`src/rtl/drum_sequencer.sv`:
```
// Step-pattern drum sequencer: a 16x4 pattern memory, a step timer that fires
// per-instrument go pulses, and a free-running sample-rate tick.
module drum_sequencer #(
    parameter int SAMPLE_DIV = 1042,
    parameter int MIN_PERIOD = 2
) (
    input  logic        clk,
    input  logic        resetn,
    input  logic        run,
    input  logic [23:0] step_period,
    input  logic [3:0]  mute,
    input  logic        pattern_we,
    input  logic [3:0]  pattern_addr,
    input  logic [3:0]  pattern_wdata,
    output logic [3:0]  go,
    output logic        en,
    output logic [3:0]  step,
    output logic        playing
);

    localparam int              DIV_W    = (SAMPLE_DIV > 1) ? $clog2(SAMPLE_DIV) : 1;
    localparam logic [DIV_W-1:0] DIV_LAST = DIV_W'(SAMPLE_DIV - 1);
    localparam logic [23:0]     MIN_P    = 24'(MIN_PERIOD);

    typedef enum logic {
        IDLE,
        PLAY
    } state_t;

    state_t           state_q, state_d;
    logic [23:0]      scnt_q, scnt_d;
    logic [23:0]      per_q, per_d;
    logic [23:0]      per_in;
    logic [3:0]       step_d, step_nxt;
    logic [3:0]       go_d;
    logic             playing_d;
    logic [3:0]       mem [16];
    logic [DIV_W-1:0] div_q;

    // Periods below the minimum are clamped so a go bit can never stay high
    // across two consecutive cycles.
    assign per_in   = (step_period < MIN_P) ? MIN_P : step_period;
    assign step_nxt = step + 4'd1;

    always_comb begin
        // NOTE: every output of this block gets a default first, so no path
        // leaves a signal unassigned and no latch is inferred.
        state_d   = state_q;
        scnt_d    = scnt_q;
        per_d     = per_q;
        step_d    = step;
        go_d      = '0;
        playing_d = playing;

        case (state_q)
            IDLE: begin
                scnt_d    = '0;
                playing_d = 1'b0;
                if (run) begin
                    state_d   = PLAY;
                    step_d    = '0;
                    per_d     = per_in;
                    go_d      = mem[0] & ~mute;
                    playing_d = 1'b1;
                end
            end
            PLAY: begin
                // Stop wins over a coinciding step boundary.
                if (!run) begin
                    state_d   = IDLE;
                    step_d    = '0;
                    scnt_d    = '0;
                    playing_d = 1'b0;
                end else if (scnt_q == per_q - 24'd1) begin
                    scnt_d = '0;
                    step_d = step_nxt;
                    go_d   = mem[step_nxt] & ~mute;
                    per_d  = per_in;
                end else begin
                    scnt_d = scnt_q + 24'd1;
                end
            end
            default: begin
                state_d = IDLE;
            end
        endcase
    end

    always_ff @(posedge clk or negedge resetn) begin
        // NOTE: state registers use non-blocking assignments so every flop
        // samples the pre-edge values regardless of statement order.
        if (!resetn) begin
            state_q <= IDLE;
            scnt_q  <= '0;
            per_q   <= '0;
            step    <= '0;
            go      <= '0;
            playing <= 1'b0;
        end else begin
            state_q <= state_d;
            scnt_q  <= scnt_d;
            per_q   <= per_d;
            step    <= step_d;
            go      <= go_d;
            playing <= playing_d;
        end
    end

    // The read of mem in the next-state logic sees pre-edge contents, so a
    // write to the step firing on the same edge lands on its next visit.
    always_ff @(posedge clk or negedge resetn) begin
        // NOTE: the pattern is cleared by reset, so this stays a register
        // array rather than a RAM macro; it is only 64 bits.
        if (!resetn) begin
            for (int i = 0; i < 16; i++) begin
                mem[i] <= '0;
            end
        end else if (pattern_we) begin
            mem[pattern_addr] <= pattern_wdata;
        end
    end

    always_ff @(posedge clk or negedge resetn) begin
        if (!resetn) begin
            div_q <= '0;
            en    <= 1'b0;
        end else begin
            en <= (div_q == DIV_LAST);
            if (div_q == DIV_LAST) begin
                div_q <= '0;
            end else begin
                div_q <= div_q + 1'b1;
            end
        end
    end

endmodule

```
`config.mk`:
```
export PLATFORM = sky130hd
export DESIGN_NAME = drum_sequencer
export DESIGN_NICKNAME = d
export VERILOG_FILES = /design/src/rtl/drum_sequencer.sv
export SDC_FILE = /design/constraint.sdc
export NUM_CORES = 1
export LEC_CHECK = 0
export ABC_AREA = 1
export ABC_CLOCK_PERIOD_IN_PS = 2200
export CAP_MARGIN = 15
export CORE_MARGIN = 3
export CORE_UTILIZATION = 54
export DETAILED_ROUTE_END_ITERATION = 10
export PLACE_DENSITY = 0.88
export SLEW_MARGIN = 20
export SYNTH_ARGS = -nofsm -noshare
export SYNTH_HDL_FRONTEND = slang
export SYNTH_SLANG_ARGS = --single-unit
```
`constraint.sdc`:
```
create_clock -name clk -period 2.2 [get_ports clk]
set_input_delay 0.44 -clock clk [delete_from_list [all_inputs] [get_ports clk]]
set_output_delay 0.44 -clock clk [all_outputs]
set_load 0.005 [all_outputs]
```
==> results_dict.tcl <==
set metrics [dict create \
    cellLeakagePower_nw 4.28 \
    seq_total_area_yosys 0.460 \
    timing.final.max_slew_violations 0 \
    syn2layout_area_growth_pct 30.4 \
    yosys.cell_types.count 37 \
    initial_antenna_violation_count 0 \
    design.final.nets 1087 \
    synth-edff-count 0 \
    period_minus_slack_ps 2340 \
    first_global_vias 6315 \
    clock_sink_count 134 \
    worstPathRequired_ps 2560 \
    fraction_of_synthesis_flops_using_an_asynchronous_set_or_reset_pin 1.00 \
    stdcell_area_sq_um 9500 \
    fin_crit_sh 1.06 \
    route.top_layer_used "met4" \
    synthDominantAreaCellType "dfrtp_1" \
    fillerInstances 801 \
    worst_setup_hold_path_clk_slew_ps 60 \
    grt_usage 0.271 \
    hold_path_class "reg2reg" \
    cts_root_buffer "clkbuf_16" \
    core_area_sq_um 12900 \
    tritoncts "yes" \
    detail_route.first_pass.iterations 7 \
    place.detailed.hpwl_mm 13.0 \
    detailroute.wirelength.met3_mm 2.50 \
    clock_insertion_delay_worst_skew_ps 430 \
    detailroute.via_count 7322 \
    syn-instance-count 933 \
    worst_max_slew_pin_slew_ps 574 \
    via_per_inst 5.97 \
    violations "setup timing" \
    synthFlopType "dfrtp_1" \
    timing.max_slew.rel_slack 0.615 \
    cp-endpoint "per_q[20]" \
    horizontal_die_dimension_um 122 \
    crit_start "per_q[1]" \
    drt_drc_violations_left 0 \
    synthesis.yosys.warnings 0 \
    critical_path_arrival_ps 2700 \
    syn-mean-instance-area_sq_um 7.81 \
    worstReg2RegStart "per_q[1]" \
    synth_top_cells_by_count "250 x nand2_1, 134 x dfrtp_1, 116 x nor2_1" \
    post-synth-top-count-cell "nand2_1" \
    finalSetupTns_ps -3690 \
    ff2ff_setup_slack_ps -140 \
    cts_made_buffers 17 \
    hold_viol_final 0 \
    ioPinCount 50 \
    initial_utilization 0.566 \
    run_status "finished with violations" \
    placementRows 41 \
    finalWirelength_mm 22.4 \
    cts_max_path_buffers 2 \
    initial_drc_count 950 \
    synth_area_leaders "dfrtp_1 46%, nand2_1 13%, nor2_1 6.0%" \
    rsz_0062_raised_after_global_routing "true" \
    maxCapViolations 0 \
    worst_setup_sp_type "register" \
    cts-htree-levels 4 \
    die_area_sq_um 14900 \
    preCtsSetupSlack_ps -30.1 \
    grt_max_degree 57 \
    post_layout_nonfiller_instances 1227 \
    synth_area_sq_um 7280 \
    synth-seq-cells 134 \
    reg2regPathDepth 13 \
    routed_antenna_nets 0 \
    grt.overflow.total 0 \
    worstPathMaxFanout 7 \
    placed_standard_cell_area_sq_um 8240 \
    worst_r2r_dst "per_q[20]" \
    power.ir.vdd_worst_v 0.000673 \
    final_core_density 0.738 \
    finClkSkew_ps 11.4 \
    synthesis.nets 978 \
    buffer_ports.inserted 49 \
    place.gp.congestion 0.975 \
    route.met2.wl_mm 10.4 \
    grt_first_pass_wirelength_mm 31.6 \
    m1WireLength_mm 8.70 \
    timing.setup.critical_path_class "reg2reg" \
    endpoint_kind "register" \
    fmaxAchievable_ghz 0.428 \
    cellPowerDensity_nw_per_um2 762 \
    yosys_top_cell_area_share 0.460 \
    place.detailed.instances 1169 \
    final_setup_viols 52 \
    drive_gt1_frac 0.179 \
    n_antenna_cell 0 \
    die_h_um 122 \
    fin_ws_ps -135 \
    routed_wire_length_per_instance_um 18.3 \
]
==> stage by stage <==
step                power [mW]  hold slack (ps)
global route              7.53              499
floorplan                 3.66              144
global placement          4.02              435
CTS                       6.98              484
detailed placement        4.07              439
finish                    7.23              485
==> logic make-up (layout without fill, tap and decap cells) <==
group,count (synthesis),in the layout,share of synthesized area
DFF,134,134,0.460
and+or+nand+nor,511,514,0.305
AOI/OAI and AO/OA,120,120,0.0945
buffers and inverters,104,223,0.0596
adders and majority gates,5,5,0.00859
muxes,7,7,0.00962
xor gates and xnor gates,52,52,0.0625
==> repair_timing <==
item                                    in CTS  in global routing
pin swaps                                    3                 54
setup buffers                                1                 15
hold buffers                                 1                  0
resized for setup                            9                 87
gates cloned                                 1                  8
endpoints found under the hold margin       42                  0
endpoints found under the setup margin      24                 56
==> cell type report <==
type                            count  area [sq um]  share of cell area
Multi-Input combinational cell    698          3880               0.409
Sequential cell                   134          3360               0.354
Timing Repair Buffer              116          1160               0.123
Clock buffer                       20           457              0.0481
Inverter                           75           282              0.0296
Tap cell                          172           215              0.0227
Clock inverter                     12           141              0.0149
==> sequential cells by signal, indices dropped and copies added (netlist names) <==
name / cells
div_q: 11
en: 1
go: 4
mem: 64
per_q: 24
playing: 1
scnt_q: 24
state_q: 1
step: 4
==> worst min-delay path by stage <==
| stage | from | end | slack (ps) | cells past startpoint |
|---|---|---|---|---|
| after floorplan | resetn | div_q[0] | 140 | 0 |
| after global placement | resetn | scnt_q[3] | 430 | 1 |
| after detailed placement | resetn | scnt_q[3] | 440 | 1 |
| after CTS | mem[17] | mem[17] | 480 | 2 |
| after global routing | mem[17] | mem[17] | 500 | 2 |
| final | mem[17] | mem[17] | 480 | 2 |
==> cell usage in the layout (no fill, tap or decap), types with 18 or more instances in the layout <==
master	synthesis	final
nand2_1	250	233
dfrtp_1	134	130
nor2_1	116	98
o21ai_0	77	76
inv_1	67	65
nand3_1	64	56
buf_4	3	51
clkdlybuf4s50_1	0	48
xor2_1	26	26
xnor2_1	26	24
nor2_4	0	21
clkbuf_16	0	21
nand2_2	5	19
nand4_1	18	18
==> layer usage <==
layer | vias to the layer above | global-route usage
li1 | 3281 | -
met5 | - | 0
met3 | 88 | 0.0659
met2 | 481 | 0.414
met4 | 0 | 0.0973
met1 | 3472 | 0.380
==> power breakdown <==
| part | switching (mW) | leakage, nW | internal (mW) | total, mW |
|---|---|---|---|---|
| clock network | 1.14 | 0.282 | 1.74 | 2.89 |
| logic | 0.776 | 2.28 | 0.549 | 1.32 |
| registers | 0.248 | 1.72 | 2.78 | 3.02 |
| total | 2.16 | 4.28 | 5.07 | 7.23 |
==> critical path, stage by stage, from the launching register on <==
cell       delay (ps)
dfrtp_1           420
inv_2              70
ha_4              190
xnor2_1           170
xor2_1            260
nand3_1           170
inv_1             130
nand3_2           140
nor2_4            130
nand2_4           110
nand2_8           160
clkbuf_16         190
nand3_2            70
nand2_1            70
(Power assumes the default switching activity.)
